===== config.mk =====
export PLATFORM = sky130hd
export DESIGN_NAME = wb_arbiter_rr_2
export DESIGN_NICKNAME = d
export VERILOG_FILES = /design/src/rtl/wb_arbiter_rr_2_arb.sv /design/src/rtl/wb_arbiter_rr_2.sv
export SDC_FILE = /design/constraint.sdc
export NUM_CORES = 1
export LEC_CHECK = 0
export BUFFER_PORTS_ARGS = -buffer_cell sky130_fd_sc_hd__clkbuf_2
export CORE_AREA = 2 2 126 128
export CTS_BUF_LIST = sky130_fd_sc_hd__clkbuf_16
export CTS_CLUSTER_DIAMETER = 200
export DETAILED_ROUTE_END_ITERATION = 10
export DIE_AREA = 0 0 128 130
export PLACE_DENSITY = 0.47
export SLEW_MARGIN = 20
export SYNTH_ARGS = -nofsm -noshare
export SYNTH_HDL_FRONTEND = slang
export SYNTH_SLANG_ARGS = --single-unit

===== constraint.sdc =====
create_clock -name clk -period 2.53 [get_ports clk]
set_clock_uncertainty 0.1 [all_clocks]
set_input_delay 0.3795 -clock clk [delete_from_list [all_inputs] [get_ports clk]]
set_output_delay 0.3795 -clock clk [all_outputs]
set_load 0.02 [all_outputs]

===== src/rtl/wb_arbiter_rr_2_arb.sv =====
// Two-port grant selector: keeps the current owner while it requests, otherwise
// picks between the requesters by round-robin or fixed priority.
module arb_rr_2 #(
   parameter bit ARB_TYPE_RR  = 1'b1,
   parameter bit LSB_PRIORITY = 1'b1
) (
   input  logic [1:0] req,
   input  logic [1:0] cur,
   input  logic       last_grant,
   output logic [1:0] gnt
);

   always_comb begin
      gnt = 2'b00;
      if (cur[0] && req[0])
         gnt = 2'b01;
      else if (cur[1] && req[1])
         gnt = 2'b10;
      else begin
         unique case (req)
            2'b01:   gnt = 2'b01;
            2'b10:   gnt = 2'b10;
            2'b11: begin
               // Round-robin favours the port that did not win last time.
               if (ARB_TYPE_RR) gnt = last_grant ? 2'b01 : 2'b10;
               else             gnt = LSB_PRIORITY ? 2'b01 : 2'b10;
            end
            default: gnt = 2'b00;
         endcase
      end
   end

endmodule


===== src/rtl/wb_arbiter_rr_2.sv =====
// Two-master Wishbone classic arbiter: registered grant held for the whole
// cycle, responses routed back only to the granted master.
module wb_arbiter_rr_2 #(
   parameter int DATA_WIDTH   = 32,
   parameter int ADDR_WIDTH   = 32,
   parameter int SELECT_WIDTH = DATA_WIDTH / 8,
   parameter bit ARB_TYPE_RR  = 1'b1,
   parameter bit LSB_PRIORITY = 1'b1
) (
   input  logic                    clk,
   input  logic                    rst_n,
   input  logic [ADDR_WIDTH-1:0]   wbm0_adr_i,
   input  logic [DATA_WIDTH-1:0]   wbm0_dat_i,
   output logic [DATA_WIDTH-1:0]   wbm0_dat_o,
   input  logic                    wbm0_we_i,
   input  logic [SELECT_WIDTH-1:0] wbm0_sel_i,
   input  logic                    wbm0_stb_i,
   output logic                    wbm0_ack_o,
   output logic                    wbm0_err_o,
   output logic                    wbm0_rty_o,
   input  logic                    wbm0_cyc_i,
   input  logic [ADDR_WIDTH-1:0]   wbm1_adr_i,
   input  logic [DATA_WIDTH-1:0]   wbm1_dat_i,
   output logic [DATA_WIDTH-1:0]   wbm1_dat_o,
   input  logic                    wbm1_we_i,
   input  logic [SELECT_WIDTH-1:0] wbm1_sel_i,
   input  logic                    wbm1_stb_i,
   output logic                    wbm1_ack_o,
   output logic                    wbm1_err_o,
   output logic                    wbm1_rty_o,
   input  logic                    wbm1_cyc_i,
   output logic [ADDR_WIDTH-1:0]   wbs_adr_o,
   input  logic [DATA_WIDTH-1:0]   wbs_dat_i,
   output logic [DATA_WIDTH-1:0]   wbs_dat_o,
   output logic                    wbs_we_o,
   output logic [SELECT_WIDTH-1:0] wbs_sel_o,
   output logic                    wbs_stb_o,
   input  logic                    wbs_ack_i,
   input  logic                    wbs_err_i,
   input  logic                    wbs_rty_i,
   output logic                    wbs_cyc_o
);

   localparam logic [1:0] IDLE = 2'd0;
   localparam logic [1:0] GNT0 = 2'd1;
   localparam logic [1:0] GNT1 = 2'd2;

   typedef enum logic [1:0] {
      S_IDLE = IDLE,
      S_GNT0 = GNT0,
      S_GNT1 = GNT1
   } state_t;

   state_t     state, state_nxt;
   logic       last_grant;
   logic [1:0] gnt;
   logic       own0, own1;

   assign own0 = (state == S_GNT0);
   assign own1 = (state == S_GNT1);

   arb_rr_2 #(
      .ARB_TYPE_RR  (ARB_TYPE_RR),
      .LSB_PRIORITY (LSB_PRIORITY)
   ) u_arb (
      .req        ({wbm1_cyc_i, wbm0_cyc_i}),
      .cur        ({own1, own0}),
      .last_grant (last_grant),
      .gnt        (gnt)
   );

   always_comb begin
      state_nxt = S_IDLE;
      if (gnt[0])      state_nxt = S_GNT0;
      else if (gnt[1]) state_nxt = S_GNT1;
   end

   always_ff @(posedge clk or negedge rst_n) begin
      if (!rst_n) begin
         state      <= S_IDLE;
         last_grant <= 1'b1;
      end else begin
         state <= state_nxt;
         // Only a fresh grant moves the round-robin pointer.
         if (state_nxt != state && state_nxt != S_IDLE)
            last_grant <= (state_nxt == S_GNT1);
      end
   end

   always_comb begin
      wbs_adr_o = '0;
      wbs_dat_o = '0;
      wbs_we_o  = 1'b0;
      wbs_sel_o = '0;
      wbs_stb_o = 1'b0;
      wbs_cyc_o = 1'b0;
      if (own0) begin
         wbs_adr_o = wbm0_adr_i;
         wbs_dat_o = wbm0_dat_i;
         wbs_we_o  = wbm0_we_i;
         wbs_sel_o = wbm0_sel_i;
         wbs_stb_o = wbm0_stb_i & wbm0_cyc_i;
         wbs_cyc_o = wbm0_cyc_i;
      end else if (own1) begin
         wbs_adr_o = wbm1_adr_i;
         wbs_dat_o = wbm1_dat_i;
         wbs_we_o  = wbm1_we_i;
         wbs_sel_o = wbm1_sel_i;
         wbs_stb_o = wbm1_stb_i & wbm1_cyc_i;
         wbs_cyc_o = wbm1_cyc_i;
      end
   end

   // A response arriving after the owner dropped CYC is swallowed.
   assign wbm0_ack_o = wbs_ack_i & own0 & wbm0_cyc_i;
   assign wbm0_err_o = wbs_err_i & own0 & wbm0_cyc_i;
   assign wbm0_rty_o = wbs_rty_i & own0 & wbm0_cyc_i;
   assign wbm1_ack_o = wbs_ack_i & own1 & wbm1_cyc_i;
   assign wbm1_err_o = wbs_err_i & own1 & wbm1_cyc_i;
   assign wbm1_rty_o = wbs_rty_i & own1 & wbm1_cyc_i;
   assign wbm0_dat_o = wbs_dat_i;
   assign wbm1_dat_o = wbs_dat_i;

endmodule


==> flow_summary.ini <==
[route]
initialDrtViolationCount = 44
antenna_left = 0
drc = 0
routedWlPerCell_um = 11.53
first_pass_iters = 4
via_per_inst = 3.624
vias = 1877
postRouteWirelength_um = 5971

[finish]
final_cell_mix = 223 x clkbuf_2, 70 x a22o_1, 7 x and3_1
n_antenna_cell = 0
nNetsFinal = 506
finalNonFillerCells = 518
area_growth_pct = 63.91
drive_gt1_share_pct = 71.17
final_common_cell = clkbuf_2

[global_route]
grt_usage_pct = 6.382
grt_max_degree = 75
grt_pass1_vias = 1786
antenna_found_initial = 0
grt_pass1_wl_um = 8418
gr-total-overflow = 0

[logic_synthesis]
syn_inst = 175
synth.yosys.seq_area_share_pct = 5.370
syn_nets = 354
synth_seq_cells = 3
synthesis.area_um2 = 1421
syn_area_per_cell_um2 = 8.122
synthDistinctLibCells = 18
yosysWarnings = 0

[timing]
setup_viol = 0
worst_pin_slew_ns = 0.3311
relSlewSlack_pct = 77.92
finalHoldViolations = 0
period_needed_ns = 2.090
setup_ws_ns = 0.4398
finalMaxSlewViolations = 0
rsz0062_at_grt = false
setup_tns_ns = 0
fmax_ghz = 0.4784
finalCritPeriodShare_pct = 82.62

[worst_hold_path]
hold_class = input port to flip-flop
min_path_cells = 3

[floorplanning]
start_util_pct = 9.215
dieArea_um2 = 16640
fp.dieW_um = 128
io_pins = 320
chipHeight_um = 130
rows = 46
core_area_um2 = 15420

[cts]
insertion_delay_ns = 0.22
h-tree-depth = 1
cts-root-buf = clkbuf_16
cts_resized = 0
cts_hold_buf = 1
numCtsBuffers = 3
post_cts_buffers = 0
clk_pin_slew_ns = 0.03
cts_buffer_depth = 2
cts.sinks = 3
cts_tree = built

[place]
dpl.hpwl_um = 4959
port_buffers = 223
dpl_worst_slack_ns = 0.6834
gp_congestion = 0.7568
dp_cells = 513

[power_and_ir_drop]
peakVddDrop_uv = 392.0
internal-power_uw = 559.9
power.density_nw_per_um2 = 429.1
clockPowerShare_pct = 24.6
power_switching_uw = 439.9
p_total_uw = 999.7
combPwrFrac_pct = 68.6
seq_power_share_pct = 6.8
p_leak_nw = 1.401
p_sw_share_pct = 44.00

[critical_path]
worstSetupStartpointType = flip-flop
critPathKind = flip-flop to output port
end_kind = output port
critPathArrivalTime_ns = 1.61
reg2reg_depth = 4
cp_max_fo = 74
worstPathRequired_ns = 2.05

[flow_run]
maxCapViolations = 0

[status]
status = completed
cell type report:
cell class	instances	area, µm²
Timing Repair Buffer	227	1174
Multi-Input combinational cell	90	753.2
Inverter	2	7.507
Clock inverter	1	3.754
Clock buffer	3	75.07
Tap cell	192	240.2
Fill cell	1808	13100
Sequential cell	3	76.32
layer usage:
metal / share of wire [%] / up-vias / global-route usage (%) / routed length (µm)
li1: - / 904 / - / -
met5: 0 / - / 0 / 0
met4: 3.3 / 0 / 3.620 / 199
met3: 11 / 27 / 1.804 / 630
met1: 36 / 802 / 6.479 / 2138
met2: 50 / 144 / 11.80 / 3003
metrics by stage:
step	hold WS [ns]	cell area (µm²)	utilization (%)
after floorplan	-0.01609	1421	-
after global placement	0.08252	2241	14.53
after detailed placement	0.08179	2241	14.53
after CTS	0.3893	2330	15.10
after global routing	0.3978	2330	15.10
final	0.3794	2330	15.10
registers in the layout, indices dropped and copies added (netlist names):
signal,count
state,2
last_grant,1
worst paths after layout:
path | to | from | slack [ns]
max | wbs_dat_o[25] | state[0]$_DFF_PN0_ | 0.44
min | last_grant$_DFFE_PN1P_ | wbm1_cyc_i | 0.38
max reg2reg | last_grant$_DFFE_PN1P_ | state[0]$_DFF_PN0_ | 1.19
min reg2reg | last_grant$_DFFE_PN1P_ | last_grant$_DFFE_PN1P_ | 0.41
max in group asynchronous | last_grant$_DFFE_PN1P_ | rst_n | 1.74
min in group asynchronous | state[0]$_DFF_PN0_ | rst_n | 0.39
power groups by stage:
stage	registers [mW]	clock network [mW]	logic, mW
5_1_grt	0.0703	0.258	0.747
2_1_floorplan	0.0642	0	0.575
3_5_place_dp	0.0685	0	0.691
3_3_place_gp	0.0687	0	0.694
6_report	0.0683	0.245	0.686
4_1_cts	0.0684	0.251	0.695
synth_stat cells:
cell      count  area, µm²
o21a_1        1      7.510
and3_1        7      43.79
nor2b_1       2      12.51
o31ai_1       1      7.510
buf_2         2      10.01
dfstp_2       1      26.28
a22o_1       70      613.1
buf_6         1      11.26
nand3_1       1      5.000
nand2b_1      2      12.51
o21ai_1       1      5.000
dfrtp_1       2      50.05
nand4b_1      1      8.760
a21boi_1      1      7.510
o21ai_0       1      5.000
a21oi_1       2      10.01
buf_4        77      578.1
inv_1         2      7.510
kinds of logic (layout without fill, tap and decap cells):
kind of cell           count (synthesis)  after routing  synth area share (%)
buffers and inverters                 82            233                 42.69
AND/OR/NAND/NOR                       13             13                 5.809
AO/OA/AOI/OAI                         77             77                 46.13
flip-flops                             3              3                 5.370
worst max-delay path, cell delays in order (launching register included):
cell and delay (ns):
dfrtp_1 0.46, nor2b_4 0.22, buf_12 0.30, a22o_1 0.20, clkbuf_2 0.17
No activity file was read; power rests on OpenSTA's default activity.
